## config.mk

```make
export PLATFORM = sky130hd
export DESIGN_NAME = sargantana_icache_fill_ctrl
export DESIGN_NICKNAME = d
export VERILOG_FILES = /design/src/rtl/sargantana_icache_fill_ctrl.sv
export SDC_FILE = /design/constraint.sdc
export NUM_CORES = 1
export LEC_CHECK = 0
export CAP_MARGIN = 20
export CORE_AREA = 2 2 253 255
export CTS_BUF_LIST = sky130_fd_sc_hd__clkbuf_2
export CTS_CLUSTER_DIAMETER = 100
export DETAILED_ROUTE_END_ITERATION = 12
export DIE_AREA = 0 0 255 257
export HOLD_SLACK_MARGIN = 0.03
export PLACE_DENSITY = 0.49
export SETUP_SLACK_MARGIN = 0.5
export SYNTH_ARGS = -nofsm -noshare
export SYNTH_HDL_FRONTEND = slang
export SYNTH_SLANG_ARGS = --single-unit
export TNS_END_PERCENT = 20
```

## constraint.sdc

```tcl
create_clock -name clk_i -period 1.5 [get_ports clk_i]
set_input_delay 0.15 -clock clk_i [delete_from_list [all_inputs] [get_ports clk_i]]
set_output_delay 0.15 -clock clk_i [all_outputs]
set_load 0.02 [all_outputs]
```

## src/rtl/sargantana_icache_fill_ctrl.sv

```systemverilog
// Sargantana instruction-cache refill controller.
// Picks a victim way, requests the line from L2, installs it and services invalidations.
module sargantana_icache_fill_ctrl #(
    parameter int N_WAY   = 4,
    parameter int IDX_W   = 7,
    parameter int TAG_W   = 20,
    parameter int PADDR_W = 40,
    parameter int LINE_W  = 256,
    parameter int WAY_W   = (N_WAY > 1) ? $clog2(N_WAY) : 1
) (
    input  logic               clk_i,
    input  logic               rst_i,
    input  logic               miss_valid_i,
    input  logic [PADDR_W-1:0] miss_paddr_i,
    output logic               miss_ready_o,
    input  logic               kill_i,
    input  logic [N_WAY-1:0]   way_valid_i,
    output logic               ifill_req_valid_o,
    output logic [WAY_W-1:0]   ifill_req_way_o,
    output logic [PADDR_W-1:0] ifill_req_paddr_o,
    input  logic               ifill_ack_i,
    input  logic               ifill_resp_valid_i,
    input  logic [LINE_W-1:0]  ifill_data_i,
    input  logic               inv_valid_i,
    input  logic [11:0]        inv_paddr_i,
    output logic [N_WAY-1:0]   wr_en_o,
    output logic [IDX_W-1:0]   wr_idx_o,
    output logic [TAG_W-1:0]   wr_tag_o,
    output logic [LINE_W-1:0]  wr_data_o,
    output logic               wr_vbit_o,
    output logic               fill_done_o,
    output logic               busy_o,
    output logic               inv_ovf_o
);

    typedef enum logic [2:0] {
        S_IDLE, S_REQ, S_WAIT, S_WRITE, S_INV
    } state_e;

    state_e             state_q;
    logic [PADDR_W-1:0] paddr_q;
    logic [WAY_W-1:0]   way_q;
    logic [WAY_W-1:0]   rr_q;
    logic [LINE_W-1:0]  line_q;
    logic               drop_q;
    logic               pend_q;
    logic [IDX_W-1:0]   inv_idx_q;
    logic               ovf_q;

    logic [WAY_W-1:0]   victim_d;
    logic [WAY_W-1:0]   rr_d;
    logic [IDX_W-1:0]   inv_idx;
    logic [IDX_W-1:0]   fill_idx;
    logic               in_flight;
    logic               inv_hit;
    logic               drop_now;
    logic               unused_bits;

    assign inv_idx     = inv_paddr_i[5 +: IDX_W];
    assign fill_idx    = paddr_q[5 +: IDX_W];
    assign in_flight   = (state_q == S_REQ) || (state_q == S_WAIT);
    // An invalidation of the set being filled makes the incoming line stale.
    assign inv_hit     = inv_valid_i && in_flight && (inv_idx == fill_idx);
    assign drop_now    = drop_q || kill_i || inv_hit;
    assign rr_d        = (rr_q == WAY_W'(N_WAY - 1)) ? '0 : rr_q + 1'b1;
    assign unused_bits = ^{miss_paddr_i[4:0], inv_paddr_i[4:0]};

    // Victim: lowest invalid way, else the round-robin pointer.
    always_comb begin
        victim_d = rr_q;
        for (int i = N_WAY - 1; i >= 0; i--) begin
            if (!way_valid_i[i]) victim_d = WAY_W'(i);
        end
    end

    // Refill FSM, one-entry invalidation queue and round-robin pointer.
    always_ff @(posedge clk_i) begin
        if (rst_i) begin
            state_q   <= S_IDLE;
            paddr_q   <= '0;
            way_q     <= '0;
            rr_q      <= '0;
            line_q    <= '0;
            drop_q    <= 1'b0;
            pend_q    <= 1'b0;
            inv_idx_q <= '0;
            ovf_q     <= 1'b0;
        end else begin
            if (state_q == S_INV) pend_q <= 1'b0;
            if (inv_valid_i) begin
                if (!pend_q || state_q == S_INV) begin
                    pend_q    <= 1'b1;
                    inv_idx_q <= inv_idx;
                end else begin
                    ovf_q <= 1'b1;
                end
            end
            unique case (state_q)
                S_IDLE: begin
                    if (pend_q) begin
                        state_q <= S_INV;
                    end else if (miss_valid_i && !inv_valid_i) begin
                        paddr_q <= {miss_paddr_i[PADDR_W-1:5], 5'd0};
                        way_q   <= victim_d;
                        drop_q  <= 1'b0;
                        if (&way_valid_i) rr_q <= rr_d;
                        state_q <= S_REQ;
                    end
                end
                S_REQ: begin
                    if (kill_i || inv_hit) drop_q <= 1'b1;
                    if (ifill_ack_i) state_q <= S_WAIT;
                end
                S_WAIT: begin
                    if (kill_i || inv_hit) drop_q <= 1'b1;
                    if (ifill_resp_valid_i) begin
                        line_q  <= ifill_data_i;
                        state_q <= drop_now ? S_IDLE : S_WRITE;
                    end
                end
                S_WRITE: state_q <= S_IDLE;
                S_INV:   state_q <= S_IDLE;
                default: state_q <= S_IDLE;
            endcase
        end
    end

    assign miss_ready_o      = !rst_i && (state_q == S_IDLE) &&
                               !pend_q && !inv_valid_i;
    assign ifill_req_valid_o = (state_q == S_REQ);
    assign ifill_req_way_o   = way_q;
    assign ifill_req_paddr_o = paddr_q;

    // Write port: single-way install in WRITE, whole-set clear in INV.
    always_comb begin
        wr_en_o     = '0;
        wr_idx_o    = '0;
        wr_tag_o    = '0;
        wr_data_o   = '0;
        wr_vbit_o   = 1'b0;
        fill_done_o = 1'b0;
        if (state_q == S_WRITE) begin
            wr_en_o     = N_WAY'(1) << way_q;
            wr_idx_o    = fill_idx;
            wr_tag_o    = paddr_q[12 +: TAG_W];
            wr_data_o   = line_q;
            wr_vbit_o   = 1'b1;
            fill_done_o = 1'b1;
        end else if (state_q == S_INV) begin
            wr_en_o  = '1;
            wr_idx_o = inv_idx_q;
        end
    end

    assign busy_o    = (state_q != S_IDLE);
    assign inv_ovf_o = ovf_q;

endmodule

```

# Word level (Yosys, flattened, before mapping)
# Index checks and enable logic that the tools add are counted.
[word_totals] register_bits=308 latch_bits=0 ram_bits=0 romBits=0 in_bits=319 output_inout_bits=335 wordCells=75 n_memories=0
[op_classes] addsub=1 n_mul=0 div_mod_pow=0 magnitude_cmp=0 n_eq_ne=12 shift=1 mux=25 n_bitwise=2 n_reduce_logical=25
[ops] operator="2-to-1 mux 256 bit" count=1
[ops] operator="2-to-1 mux 20 bit" count=1
[ops] operator="2-to-1 mux 7 bit" count=2
[ops] operator="2-to-1 mux 2 bit" count=6
[ops] operator="2-to-1 mux 3 bit" count=4
[ops] operator="case mux 3 bit (3 select lines)" count=1
[ops] operator="2-to-1 mux 4 bit" count=2
[ops] operator="== test 7 bit" count=1
[ops] operator="2-to-1 mux 1 bit" count=7
[ops] operator="AND reduction 7 bit" count=1
[ops] operator="== test 3 x 2 -> 1 bit (second input constant)" count=2
[ops] operator="logical AND 1 bit" count=6
[ops] operator="inequality test 2 bit (second input constant)" count=3
[ops] operator="AND reduction 2 bit" count=3
[ops] operator="AND reduction 3 bit" count=2
[ops] operator="logical OR 1 bit" count=5
[ops] operator="inequality test 2 x 1 -> 1 bit (second input constant)" count=2
[ops] operator="AND reduction 4 bit" count=1
[ops] operator="left shift 1 x 2 -> 4 bit (first input constant)" count=1
[ops] operator="== test 3 x 1 -> 1 bit (second input constant)" count=1
[ops] operator="== test 3 bit (second input constant)" count=1
[ops] operator="logical NOT 1 bit" count=3
[ops] operator="logical NOT 3 bit" count=1
[ops] operator="inequality test 3 bit (second input constant)" count=1
[ops] operator="other kinds (7)" count=8

# Logic depth before layout (Yosys ltp)
# Gate-level depths: netlist (run 1).
[depth] depth_word=8 ltp_mapped=8 depth_no_buf=4

# Least setup slack after synthesis (run 1)
# OpenSTA, ideal clock, no wires.
[synth_timing] path_type="reg2out" startpoint="register state_q[2]" endpoint="output wr_en_o[2]" arrival_time_ns=1.586 t_required_ns=1.350 setup_slack_ns=-0.236 path_stages_with_launch=7 path_buffers=3 path_cell_list="dfxtp_1 > buf_6 > and3b_1 > clkbuf_1 > clkbuf_1 > nand2_1 > o21ai_0"
[synth_via] elab_chain_cells=3 elab_cells_between_ends=4 cone_classes="eq/ne (2); mux (2)"
[synth_lines] item="from (decl)" line_no="40" text="state_e state_q;"
[synth_lines] item="from (signal assigned)" line_no="118" text="state_q <= drop_now ? S_IDLE : S_WRITE;"
[synth_lines] item="== test 3 bit" line_no="149" text="end else if (state_q == S_INV) begin"
[synth_lines] item="2-to-1 mux 4 bit" line_no="149"
[synth_lines] item="2-to-1 mux 4 bit *" line_no="142" text="if (state_q == S_WRITE) begin"
[synth_lines] item="to (decl)" line_no="26" text="output logic [N_WAY-1:0] wr_en_o,"
# Mark *: on every way between the ends. The rest lies on a longest branch, timed or not.

# Worst setup path in the final report (run 1)
[layout_timing] startpoint="register state_q[2]" endpoint="output wr_data_o[137]"
[layout_via] elab_chain_cells=2
[layout_lines] item="== test 3 x 2 -> 1 bit" line_no="142"
[layout_lines] item="2-to-1 mux 256 bit" line_no="142"
[layout_lines] item="to (decl)" line_no="29" text="output logic [LINE_W-1:0] wr_data_o,"
# Every way passes these cells.

==> flow_summary.ini, run 1 <==
[placed_design]
place.gp.congestion = 0.7980
io_buffers = 638
place_area_sq_mm = 0.02086
pre_cts_ws_ps = -519.3
dp.cells = 3115
dp_hpwl_um = 38120

[clock_tree]
cts.sinks = 308
cts_htree_levels = 3
clk_latency_ps = 1020
clk_pin_slew_ps = 100
root_buffer = clkbuf_2
clk_path_buf_depth = 3
hold_buffers = 467
cts_buffers = 92
cts_tree = yes

[global_routing]
grt_use_total = 0.1671
gr-total-overflow = 0
grt_max_degree = 139
grt_pass1_vias = 16200
grt_antenna_before_repair = 1
grt_pass1_wl_um = 86860

[synth]
yosysWarnings = 0
synthTopCellsByCount = nand2_1 (590), dfxtp_1 (308), a21oi_1 (296)
synth-seq-area-share = 0.4830
yosysTopAreaCell = dfxtp_1
post_synth.cell_area_avg_sq_um = 7.563
yosysMostFrequentCell = nand2_1
async_reset_ff_frac = 0
yosys_most_used_dff = dfxtp_1
syn_area_sq_mm = 0.01277
synth.distinct_cells = 41
ys_ff_latch = 308
ys_top_cells_by_area = dfxtp_1 (48%), nand2_1 (17%), and2_1 (14%)
synth_edf_count = 0
postSynthCellCount = 1688
synth.top_cell.area_share = 0.4830

[run_status]
outcome = finished, violations left
violations = setup timing

[detailed_routing]
drc_errors = 0
routed_wl_um = 57060
ant_nets = 0
viasPerCell = 4.119
post_drt_wl_per_cell_um = 15.22
first_pass_iters = 5
drt-initial-drc-count = 579
vias = 15440

[final_layout]
area_delta_synth_final_pct = 102.5
finalInstanceArea_sq_mm = 0.02586
nets = 3153
layout.cells.non_filler = 3749
layout-drive-gt1-share = 0.2013

[timing]
skew_ps = 80.20
fin_crit_ps = 2592
setup_violations = 596
finalWorstSetupSlack_ps = -1092
finalHoldViolCount = 0
rsz0062_at_grt = yes
max_slew_margin = 0.4145
fin_crit_sh = 1.728
final_max_slew_viol_count = 0
worst_pin_slew_ps = 878.2
fmax_mhz = 385.7

[floorplanning]
initial_utilization = 0.2035
die_area_sq_mm = 0.06554
fp-row-count = 92
chipWidth_um = 255
core_region_area_sq_mm = 0.06274
ioPinCount = 654
die_h_um = 257

[hold_path]
hp-class = in -> reg

[power_and_ir_drop]
powerDensity_mw_per_mm2 = 683.9
vdd_drop_max_uv = 573.0
total_power_mw = 17.68
leakagePower_nw = 10.22

[setup_path]
critPathKind = reg -> out
required_ps = 1350
arrival_ps = 2440
path_max_fanout = 23
cp-start-kind = flop
cp-end-kind = output pin

[flow_run]
drv_cap = 0
==> state kept, by name, summed over array words and instances, names as in the netlist <==
signal	count
line_q	256
ifill_req_paddr_o	35
pend_q	1
inv_idx_q	7
drop_q	1
state_q	3
inv_ovf_o	1
rr_q	2
ifill_req_way_o	2
==> power breakdown <==
group	internal [mW]	total (mW)	switching, mW
combinational	1.82	2.72	0.893
sequential	8.30	8.38	0.0857
clock	2.65	6.58	3.94
total	12.8	17.7	4.91
==> worst max-delay path: stages (launching register included) <==
cell	delay, ps
dfxtp_2	320
and3b_4	320
buf_12	200
buf_12	180
and2_4	150
clkdlybuf4s15_1	310
==> cell type report <==
type	count	area [sq um]
antenna	2	5.005
clock buffer	126	630.6
clock inverter	36	207.7
fill	6429	36880
inverter	4	15.01
multi-input combinational	1240	6301
sequential	308	6167
tap	846	1059
timing repair buffer	1187	11470
==> through the flow <==
step	TNS, ps	utilization	hold slack, ps
after global routing	-436130	0.4121	-25.48
after detailed placement	-217740	0.3325	443.7
after global placement	-210380	0.3325	437.6
after CTS	-454400	0.4185	-137.6
final	-346750	0.4121	117.4
after floorplan	-7754	-	267.4
==> path summary, 6_finish.rpt <==
check / startpoint / to / slack (ps) / cells past startpoint
worst min-delay path: miss_valid_i / rr_q[0] / 120 / 5
worst max register to register: state_q[1] / ifill_req_paddr_o[29] / -340 / 7
worst min register to register: line_q[203] / line_q[203] / 450 / 2
worst max-delay path: state_q[2] / wr_data_o[137] / -1090 / 5
==> cell families (layout without fill, tap and decap cells) <==
kind of cell,count (synthesis),in the layout,synth area share
flip-flops,308,308,0.4830
other,1,7,0.0002937
AO/OA/AOI/OAI,316,316,0.1276
multiplexers,9,9,0.007057
AND/OR/NAND/NOR,902,902,0.3269
XOR/XNOR,7,7,0.004803
adder cells (fa/ha/maj),1,1,0.0009799
buffers and inverters,144,1353,0.04940
==> timing repair <==
| item | 4_1_cts | 5_1_grt |
|---|---|---|
| gates resized for setup | 518 | 372 |
| endpoints found under the hold margin | 308 | 13 |
| endpoints found under the setup margin | 638 | 638 |
| pin swaps | 1 | 1 |
| gates cloned | 1 | 1 |
| buffers inserted | 0 | 1 |
==> metal layers <==
layer / vias to the layer above / part of all wire / track usage
li1: 7683 / - / -
met1: 7113 / 0.39 / 0.1778
met2: 536 / 0.50 / 0.3025
met3: 110 / 0.076 / 0.04977
met4: 0 / 0.032 / 0.07229
met5: - / 0 / 0
==> layout by cell type, fill, tap and decap left out, drive strengths merged, types with 30 or more instances in the layout <==
master	netlist	final
clkdlybuf4s50	0	345
dlygate4sd3	0	467
clkdlybuf4s15	0	77
clkinv	0	32
buf	46	141
a21oi	296	296
clkbuf	94	252
nand2	590	590
and2	276	276
dlygate4sd2	0	30
dfxtp	308	308
(Power assumes the default switching activity.)
==> inputs of run 2 (changes only) <==
Settings changed: CORE_AREA 2 2 253 255 to 8 8 245 247, DIE_AREA 0 0 255 257 to 0 0 253 255, PLACE_DENSITY 0.49 to 0.54.
==> run 2 against run 1 <==
The run still ends with setup timing left. Fmax increased by 0.95%. Sequential share of layout area increased by 0.91 points. Clock skew shrank 13 ps. Worst setup slack improved by 24 ps. First-iteration DRC count shrank 15%. Utilization rose by 3.3 points. Wire length rose by 2.0%. Global-route usage is 0.25 points higher. Cell area shrank 3.7%.
==> flow_summary.ini, run 2 (synthesis results as in run 1) <==
[timing]
rsz0062_at_grt = yes
final_max_slew_viol_count = 0
worst_hold_slack_ps = 165.6
fmax_mhz = 389.4
skew_ps = 67.57
fin_crit_sh = 1.712
finalWorstSetupSlack_ps = -1068
fin_crit_ps = 2568
finalHoldViolCount = 0
max_slew_margin = 0.5096
setup_violations = 577
worst_pin_slew_ps = 735.6

[setup_path]
arrival_ps = 2420
worstRegToRegCells = 6
critPathKind = reg -> out
reg2reg_to = rr_q[1]
path_max_fanout = 26
regToRegSetupSlack_ps = -300
rr_startpoint = state_q[1]
cp-end-kind = output pin
required_ps = 1350
cp-start-kind = flop

[clock_tree]
clk_path_buf_depth = 3
root_buffer = clkbuf_2
hold_buffers = 344
cts_buffers = 86
cts_htree_levels = 3
clk_pin_slew_ps = 80
clk_latency_ps = 1000
cts.sinks = 308
cts_tree = yes

[global_routing]
gr-total-overflow = 0
grt_use_total = 0.1695
grt_antenna_before_repair = 6
grt_max_degree = 128
grt_pass1_vias = 15890
grt_pass1_wl_um = 87950

[hold_path]
hold_start = miss_valid_i
whs_path_depth = 5
hp-class = in -> reg
holdPathEnd = ifill_req_way_o[1]

[placed_design]
dp_hpwl_um = 40230
io_buffers = 638
place_area_sq_mm = 0.02088
place.gp.congestion = 0.8022

[power_and_ir_drop]
p_clk_frac = 0.368
powerDensity_mw_per_mm2 = 690.4
leakagePower_nw = 9.855
vdd_drop_max_uv = 554.2
p_comb_frac = 0.145
intPower_mw = 12.52
p_sw_frac = 0.2719
p_sw_mw = 4.674
p_seq_frac = 0.487

[detailed_routing]
vias = 15070
drt-initial-drc-count = 493
post_drt_wl_per_cell_um = 16.40
drc_errors = 0
viasPerCell = 4.246
routed_wl_um = 58210
ant_nets = 0
first_pass_iters = 4

[final_layout]
layout_common_cells = nand2_1 (590), clkdlybuf4s50_1 (345), dlygate4sd3_1 (344)
top_register = line_q
nets = 3044
layout-drive-gt1-share = 0.2224
largest_reg_flops = 256
area_delta_synth_final_pct = 95.08
final_common_cell = nand2_1
finalInstanceArea_sq_mm = 0.02490

[run_status]
violations = setup timing
outcome = finished, violations left

[floorplanning]
core_region_area_sq_mm = 0.05595
ioPinCount = 654
initial_utilization = 0.2282
die_area_sq_mm = 0.06452
fp-row-count = 87
die_h_um = 255
chipWidth_um = 253

[flow_run]
drv_cap = 0
## run 2: cell count changes in the layout (fill, tap and decap cells not counted), moves of 11 or more
cell and delta:
dlygate4sd3_1 -123, clkbuf_2 -65, buf_2 +39, buf_6 +29
dlygate4sd2_1 -19, buf_4 +17, clkinv_1 -11
## run 2: worst max path at each step
stage	start	to	slack, ps	cells after the start
final	state_q[2]	wr_data_o[90]	-1070	5
after global routing	state_q[2]	wr_data_o[254]	-1310	6
after CTS	state_q[2]	wr_data_o[160]	-1360	5
after detailed placement	state_q[2]	wr_data_o[210]	-540	5
after global placement	state_q[2]	wr_data_o[210]	-540	5
after floorplan	state_q[1]	ifill_req_way_o[0]	-160	8
## run 2: area by class of cell
cell class              count  area, sq um
repair buffers           1084        10650
inverters                   4        15.01
diodes                      6        15.01
multi-input cells        1240         6314
flip-flops and latches    308         6167
fillers                  5579        31050
clock inverters            26        170.2
clock buffers             126        630.6
well taps                 756        945.9
## run 2: worst max-delay path, cell delays in order (launching register included)
cell and delay [ps]:
dfxtp_2 320, and3b_4 350, buf_12 190, clkbuf_16 210, and2_1 140, clkdlybuf4s15_2 260
## run 2: metal layers
metal	global-route usage	wire length, um	vias up
met3	0.05604	4627	118
met2	0.2964	29060	547
li1	-	-	7461
met4	0.07742	2021	2
met1	0.1856	22480	6945
met5	0	13	-
## run 2: what timing repair did
item,4_1_cts,5_1_grt
resized for setup,688,379
setup endpoints to repair,638,638
pin swaps,1,5
cloned,1,2
setup buffers,1,7
hold endpoints to repair,308,1
## run 2: power by group through the flow
stage,clock network (mW),registers (mW),logic [mW]
floorplan,0,8.60,0.491
global placement,0,8.57,1.70
detailed placement,0,8.57,1.71
CTS,6.71,8.38,2.48
global route,7.19,8.40,2.65
finish,6.33,8.38,2.49
## run 2: through the flow
stage	TNS [ps]	std cells	util	setup slack (ps)	total power [mW]
after floorplan	-7754	1692	-	-164.1	9.094
after global placement	-189100	3037	0.3731	-539.2	10.27
after detailed placement	-195050	3037	0.3731	-537.9	10.28
after CTS	-437640	3535	0.4487	-1363	17.57
after global routing	-446110	3549	0.4451	-1306	18.24
final	-333940	3550	0.4451	-1068	17.19
